--- src/rtl/veririsc_pkg.sv ---
// Shared VeriRISC encodings: opcodes, instruction-cycle phases and the ALU-operand helper.
package veririsc_pkg;

    typedef enum logic [2:0] {
        OpHlt = 3'd0,
        OpSkz = 3'd1,
        OpAdd = 3'd2,
        OpAnd = 3'd3,
        OpXor = 3'd4,
        OpLda = 3'd5,
        OpSto = 3'd6,
        OpJmp = 3'd7
    } opcode_t;

    typedef enum logic [2:0] {
        InstAddr  = 3'd0,
        InstFetch = 3'd1,
        InstLoad  = 3'd2,
        Idle      = 3'd3,
        OpAddr    = 3'd4,
        OpFetch   = 3'd5,
        AluOp     = 3'd6,
        Store     = 3'd7
    } phase_t;

    // Opcodes that read a memory operand into the accumulator.
    function automatic logic is_aluop(opcode_t op);
        return (op == OpAdd) || (op == OpAnd) || (op == OpXor) || (op == OpLda);
    endfunction

endpackage

--- src/rtl/sequence_controller.sv ---
// VeriRISC control FSM: eight-phase instruction cycle with combinational strobe decode.
// Optional SEQ_SINGLE_STEP_EN adds step/waiting to hold at INST_ADDR until stepped.
module sequence_controller
    import veririsc_pkg::*;
(
    input  logic       clk,
    input  logic       rst_,
    input  logic [2:0] opcode,
    input  logic       zero,
`ifdef SEQ_SINGLE_STEP_EN
    input  logic       step,
    output logic       waiting,
`endif
    output logic       mem_rd,
    output logic       mem_wr,
    output logic       load_ir,
    output logic       load_ac,
    output logic       load_pc,
    output logic       inc_pc,
    output logic       halt,
    output logic [2:0] phase
);

    phase_t  phase_q, phase_d;
    logic    halted_q, halted_d;
    logic    advance;
    opcode_t op;
    logic    aluop;

    assign op    = opcode_t'(opcode);
    assign aluop = is_aluop(op);
    assign phase = phase_q;

`ifdef SEQ_SINGLE_STEP_EN
    assign waiting = (phase_q == InstAddr);
`endif

    always_ff @(posedge clk or negedge rst_) begin
        if (!rst_) begin
            phase_q  <= InstAddr;
            halted_q <= 1'b0;
        end else begin
            phase_q  <= phase_d;
            halted_q <= halted_d;
        end
    end

    always_comb begin
        phase_d  = phase_q;
        halted_d = halted_q;
        advance  = 1'b0;
        if (!halted_q) begin
            // A halt freezes the phase at OP_ADDR rather than advancing.
            if ((phase_q == OpAddr) && (op == OpHlt)) begin
                halted_d = 1'b1;
            end else begin
                advance = 1'b1;
`ifdef SEQ_SINGLE_STEP_EN
                if ((phase_q == InstAddr) && !step) begin
                    advance = 1'b0;
                end
`endif
            end
        end
        if (advance) begin
            phase_d = phase_t'(phase_q + 3'd1);
        end
    end

    always_comb begin
        mem_rd  = 1'b0;
        mem_wr  = 1'b0;
        load_ir = 1'b0;
        load_ac = 1'b0;
        load_pc = 1'b0;
        inc_pc  = 1'b0;
        halt    = 1'b0;
        if (halted_q) begin
            halt = 1'b1;
        end else begin
            unique case (phase_q)
                InstAddr: ;
                InstFetch: mem_rd = 1'b1;
                InstLoad, Idle: begin
                    mem_rd  = 1'b1;
                    load_ir = 1'b1;
                end
                OpAddr: begin
                    if (op == OpHlt) halt   = 1'b1;
                    else             inc_pc = 1'b1;
                end
                OpFetch: mem_rd = aluop;
                AluOp: begin
                    mem_rd  = aluop;
                    load_ac = aluop;
                    inc_pc  = (op == OpSkz) && zero;
                    load_pc = (op == OpJmp);
                end
                Store: begin
                    mem_rd  = aluop;
                    load_ac = aluop;
                    load_pc = (op == OpJmp);
                    mem_wr  = (op == OpSto);
                end
                default: ;
            endcase
        end
    end

endmodule

--- config.mk ---
export PLATFORM = sky130hd
export DESIGN_NAME = sequence_controller
export DESIGN_NICKNAME = d
export VERILOG_FILES = /design/src/rtl/veririsc_pkg.sv /design/src/rtl/sequence_controller.sv
export SDC_FILE = /design/constraint.sdc
export NUM_CORES = 1
export LEC_CHECK = 0
export CAP_MARGIN = 20
export CORE_AREA = 10 10 47 49
export CTS_BUF_LIST = sky130_fd_sc_hd__clkbuf_4 sky130_fd_sc_hd__clkbuf_8
export DETAILED_ROUTE_END_ITERATION = 10
export DIE_AREA = 0 0 57 59
export REMOVE_ABC_BUFFERS = 1
export SLEW_MARGIN = 40
export SYNTH_ARGS = -nofsm -noshare
export SYNTH_HDL_FRONTEND = slang
export SYNTH_SLANG_ARGS = --single-unit
--- constraint.sdc ---
create_clock -name clk -period 1.9 [get_ports clk]
set_input_delay 0.38 -clock clk [delete_from_list [all_inputs] [get_ports clk]]
set_output_delay 0.38 -clock clk [all_outputs]
set_load 0.01 [all_outputs]
Word-level counts from Yosys, hierarchy flattened --
Index checks and enable logic that the tools add are counted.
Storage, ports and cells: register bits after elaboration 4, bits of input ports 6, output and inout bits 10, logic and storage cells 47
Operators by class: add/sub/neg operators 1, equality and inequality tests 14, multiplexer cells 20, reduce and logical (&&, ||, !) cells 10
Operators with widths (number):
- 3-bit == test (second input constant) | 8
- 1-bit two-way mux | 18
- 3-bit by 2-bit == test with 1-bit output (second input constant) | 4
- 3-bit by 1-bit == test with 1-bit output (second input constant) | 2
- 3-bit OR reduction | 2
- 1-bit case mux with 2 select lines | 2
- 2-bit OR reduction | 2
- 3-bit by 1-bit adder with 3-bit output (second input constant) | 1
- 3-bit logical NOT | 1
- 1-bit logical OR | 3
- 1-bit logical AND | 2

Depth between registers and ports, before layout --
depth in word-level cells 6, gate-level depth with buffers 5, gate-level depth less buffers 5

Worst setup path after synthesis --
Ideal clock, no wire load.
path type register -> output, from reg phase_q[0], in the netlist phase[0], to out mem_rd, arrival time 1376 ps, required time 1520 ps, path slack 144 ps, cell stages (with the launch flop) 6, path buffers 0, cells stage by stage dfrtp_1 -> inv_1 -> ha_1 -> a211oi_1 -> o221a_2 -> nor3_1
Between the ends: longest elaborated chain between the ends 4, elaborated cells on any way between the ends 10, those cells by class eq/ne: 6; mux: 2; reduce/logical: 2
RTL lines:
- start, declared | line sequence_controller.sv:24 | phase_t phase_q, phase_d;
- start signal, assigned | line sequence_controller.sv:40 | phase_q <= InstAddr;
- start signal, assigned | line sequence_controller.sv:43 | phase_q <= phase_d;
- 3-bit == test, or another cell as far along | line sequence_controller.sv:81 | unique case (phase_q)
- 3-bit OR reduction (no source line)
- 1-bit case mux with 2 select lines * | line sequence_controller.sv:81
- 1-bit two-way mux * | line sequence_controller.sv:78 | if (halted_q) begin
- end, declared | line sequence_controller.sv:14 | output logic mem_rd,
Mark *: on every way between the ends. The rest lies on a longest branch, timed or not.

Worst setup path after layout --
from reg phase_q[1], in the netlist phase[1], to out mem_rd
The elaborated chain is that of the path after synthesis.

==> results.toml <==
[layout]
drive_gt1_share_pct = 58.1
layout.area.seq_um2 = 101
fin_area_um2 = 733
antennaDiodeCount = 0
final_util_pct = 52.3
syn_to_final_growth_pct = 100
fin_nets = 89
multi_input_area_um2 = 318
fill_cells = 141

[clock_tree]
clk-insertion-delay-late_ps = 230
cts.sinks = 4
cts_tree = "done"
htreeDepth = 1
path_clk_slew_ps = 40
cts_hold_buf = 0
cts_made_buffers = 3
root_buffer = "clkbuf_4"
cts_buffer_depth = 2

[yosys]
synthAdderAreaFrac_pct = 23.9
synthXorXnorAreaFrac_pct = 4.78
synth_top_family_by_area = "adder cells"
synth_compound_area_share_pct = 14.7
synth_top_area_cell = "dfrtp_1"
ys_warn_count = 0
synth_common_cells = "ha_1, inv_1, dfrtp_1, nor2_1, nor3_1"
synth_edf_count = 0
yosysSeqAreaShare_pct = 27.3
synth.avg_cell_area_um2 = 9.40
synth_cells = 39
synth_cell_types = 18
synth_most_common_cell = "ha_1"
async_reset_ff_share_pct = 100
syn_area_um2 = 367
synth-seq-cells = 4
synth_top_area_share_pct = 27.3
synth_mux_area_share_pct = 4.10
netlist_top_cells_area = "dfrtp_1, ha_1, inv_1"
synth_ff_type = "dfrtp_1"
yosys.area_share.simple_pct = 18.8

[drt]
ant_nets = 0
num_vias = 418
dr.pass1.iters = 5
routed_wirelength_mm = 1.13
drtIter0Drc = 6
drt-vias-per-instance = 4.64
route.detailed.drc = 0
wl_per_cell_um = 12.5

[die]
start_util_pct = 26.2
die_area_mm2 = 0.00336
die_w_um = 57
core-area_mm2 = 0.00140
rows = 14
io-pin-count = 16
die_h_um = 59

[global_routing]
grt-ovfl-total = 0
grt_max_degree = 10
grt_usage_pct = 6.80
antenna_found_initial = 0
grt_pass1_wl_mm = 1.80
grt_pass1_vias = 441

[run_status]
status = "complete, but fails checks"
violations = "setup timing"

[pwr]
p_clk_share_pct = 8.4
ir_worst_vdd_uv = 876
p_per_area_mw_per_mm2 = 1690
sw_frac_of_total_pct = 39.0
seq_power_share_pct = 17.5
internal_power_uw = 755
p_leak_nw = 0.338
p_comb_share_pct = 74.2
p_sw_uw = 483

[timing]
clock.fmax_mhz = 504
final_hold_viol_count = 0
drv_slew = 0
rsz0062_at_grt = "yes"
skew_ps = 1.20
period_share_pct = 104
setup_violations = 1
fin_ws_ps = -83.9
slew_headroom_pct = 78.7
fin_crit_ps = 1980
tightest_slew_ps = 320

[placed_design]
gp_congestion = 0.697
hpwl_um = 817
io_buffer_count = 15
place_area_um2 = 622

[worst_setup_path]
slowest_delay_ps = 430
worst_setup_path_start_kind = "register"
crit_type = "reg2out"
crit_fanout = 4
worstPathArrival_ps = 1600
critical-path-slowest-cell = "dfrtp_2"
end_kind = "output port"
cp_cell_sequence = "ha_4, ha_4, a211oi_2, o221a_2, nor3_2, buf_2"
cpMostUsedCell = "ha_4"
path_delay_family = "flip-flops"
cp.required_ps = 1520
crit_buf_inv = 1

[flow_run]
cap_violations = 0

[hold_path]
hold_class = "in2async"
[final timing paths]
path | to | slack, ps | from | cells past startpoint
worst max-delay path | mem_rd | -80 | phase[1] | 6
worst min-delay path | halted_q | 350 | rst_ | 1
worst max register to register | phase[1] | 170 | phase[0] | 7
worst min register to register | phase[2] | 710 | halted_q | 1
max in group asynchronous | phase[1] | 1370 | rst_ | 1
min in group clk | phase[2] | 710 | halted_q | 1
[cells in the final DEF (no fill, tap or decap), types with 3 or more instances in the layout]
cell type        synthesis  routed
buf_2                    1       5
buf_4                    0      18
clkbuf_4                 0       3
clkdlybuf4s50_1          0       5
dfrtp_1                  4       3
dlygate4sd2_1            0       3
ha_4                     0       4
inv_1                    5       3
nor2_1                   3       3
[power groups by stage]
| stage | registers, mW | clock network (mW) | logic [mW] |
|---|---|---|---|
| after floorplan | 0.211 | 0 | 0.311 |
| after global placement | 0.192 | 0 | 0.740 |
| after detailed placement | 0.194 | 0 | 0.744 |
| after CTS | 0.202 | 0.111 | 0.861 |
| after global routing | 0.225 | 0.113 | 1.02 |
| final | 0.216 | 0.104 | 0.918 |
[routing by layer]
metal | vias to the layer above | part of all wire [%] | global-route usage (%) | routed length, um
met4 | 0 | 2.4 | 6.04 | 27
li1 | 208 | - | - | -
met3 | 4 | 5.9 | 2.15 | 67
met1 | 194 | 38 | 5.85 | 433
met5 | - | 0 | 0 | 0
met2 | 12 | 53 | 12.4 | 599
[stage by stage]
stage / TNS [ps] / worst slack [ps] / std cells / power [mW] / hold WS (ps)
6_report: -83.9 / -83.9 / 90 / 1.24 / 347
5_1_grt: -361 / -147 / 90 / 1.35 / 349
2_1_floorplan: 0 / 144 / 38 / 0.523 / 84.4
3_3_place_gp: -2670 / -464 / 81 / 0.932 / 595
3_5_place_dp: -2840 / -501 / 81 / 0.938 / 596
4_1_cts: -124 / -75.3 / 88 / 1.17 / 342
[sequential cells by signal (all words and copies together), names as in the netlist]
register,count
halted_q,1
phase,3
[layout make-up]
cell class,count,area share (%)
clock buffers,3,3.07
flip-flops and latches,4,13.8
multi-input cells,29,43.3
inverters,5,2.56
repair buffers,33,34.5
well taps,16,2.73
[cells by family after synthesis]
logic type,count (synthesis)
buf+inv,6
fa+ha+maj,7
xor+xnor,2
compound gates,8
flops,4
simple gates,11
mux,1
[timing repair]
item	CTS	global route
buffers inserted	4	2
endpoints found under the hold margin	0	0
setup endpoints to repair	7	7
pin swaps	3	5
resized for setup	43	8
cloned	0	0
Power figures use the tool's default switching activity.
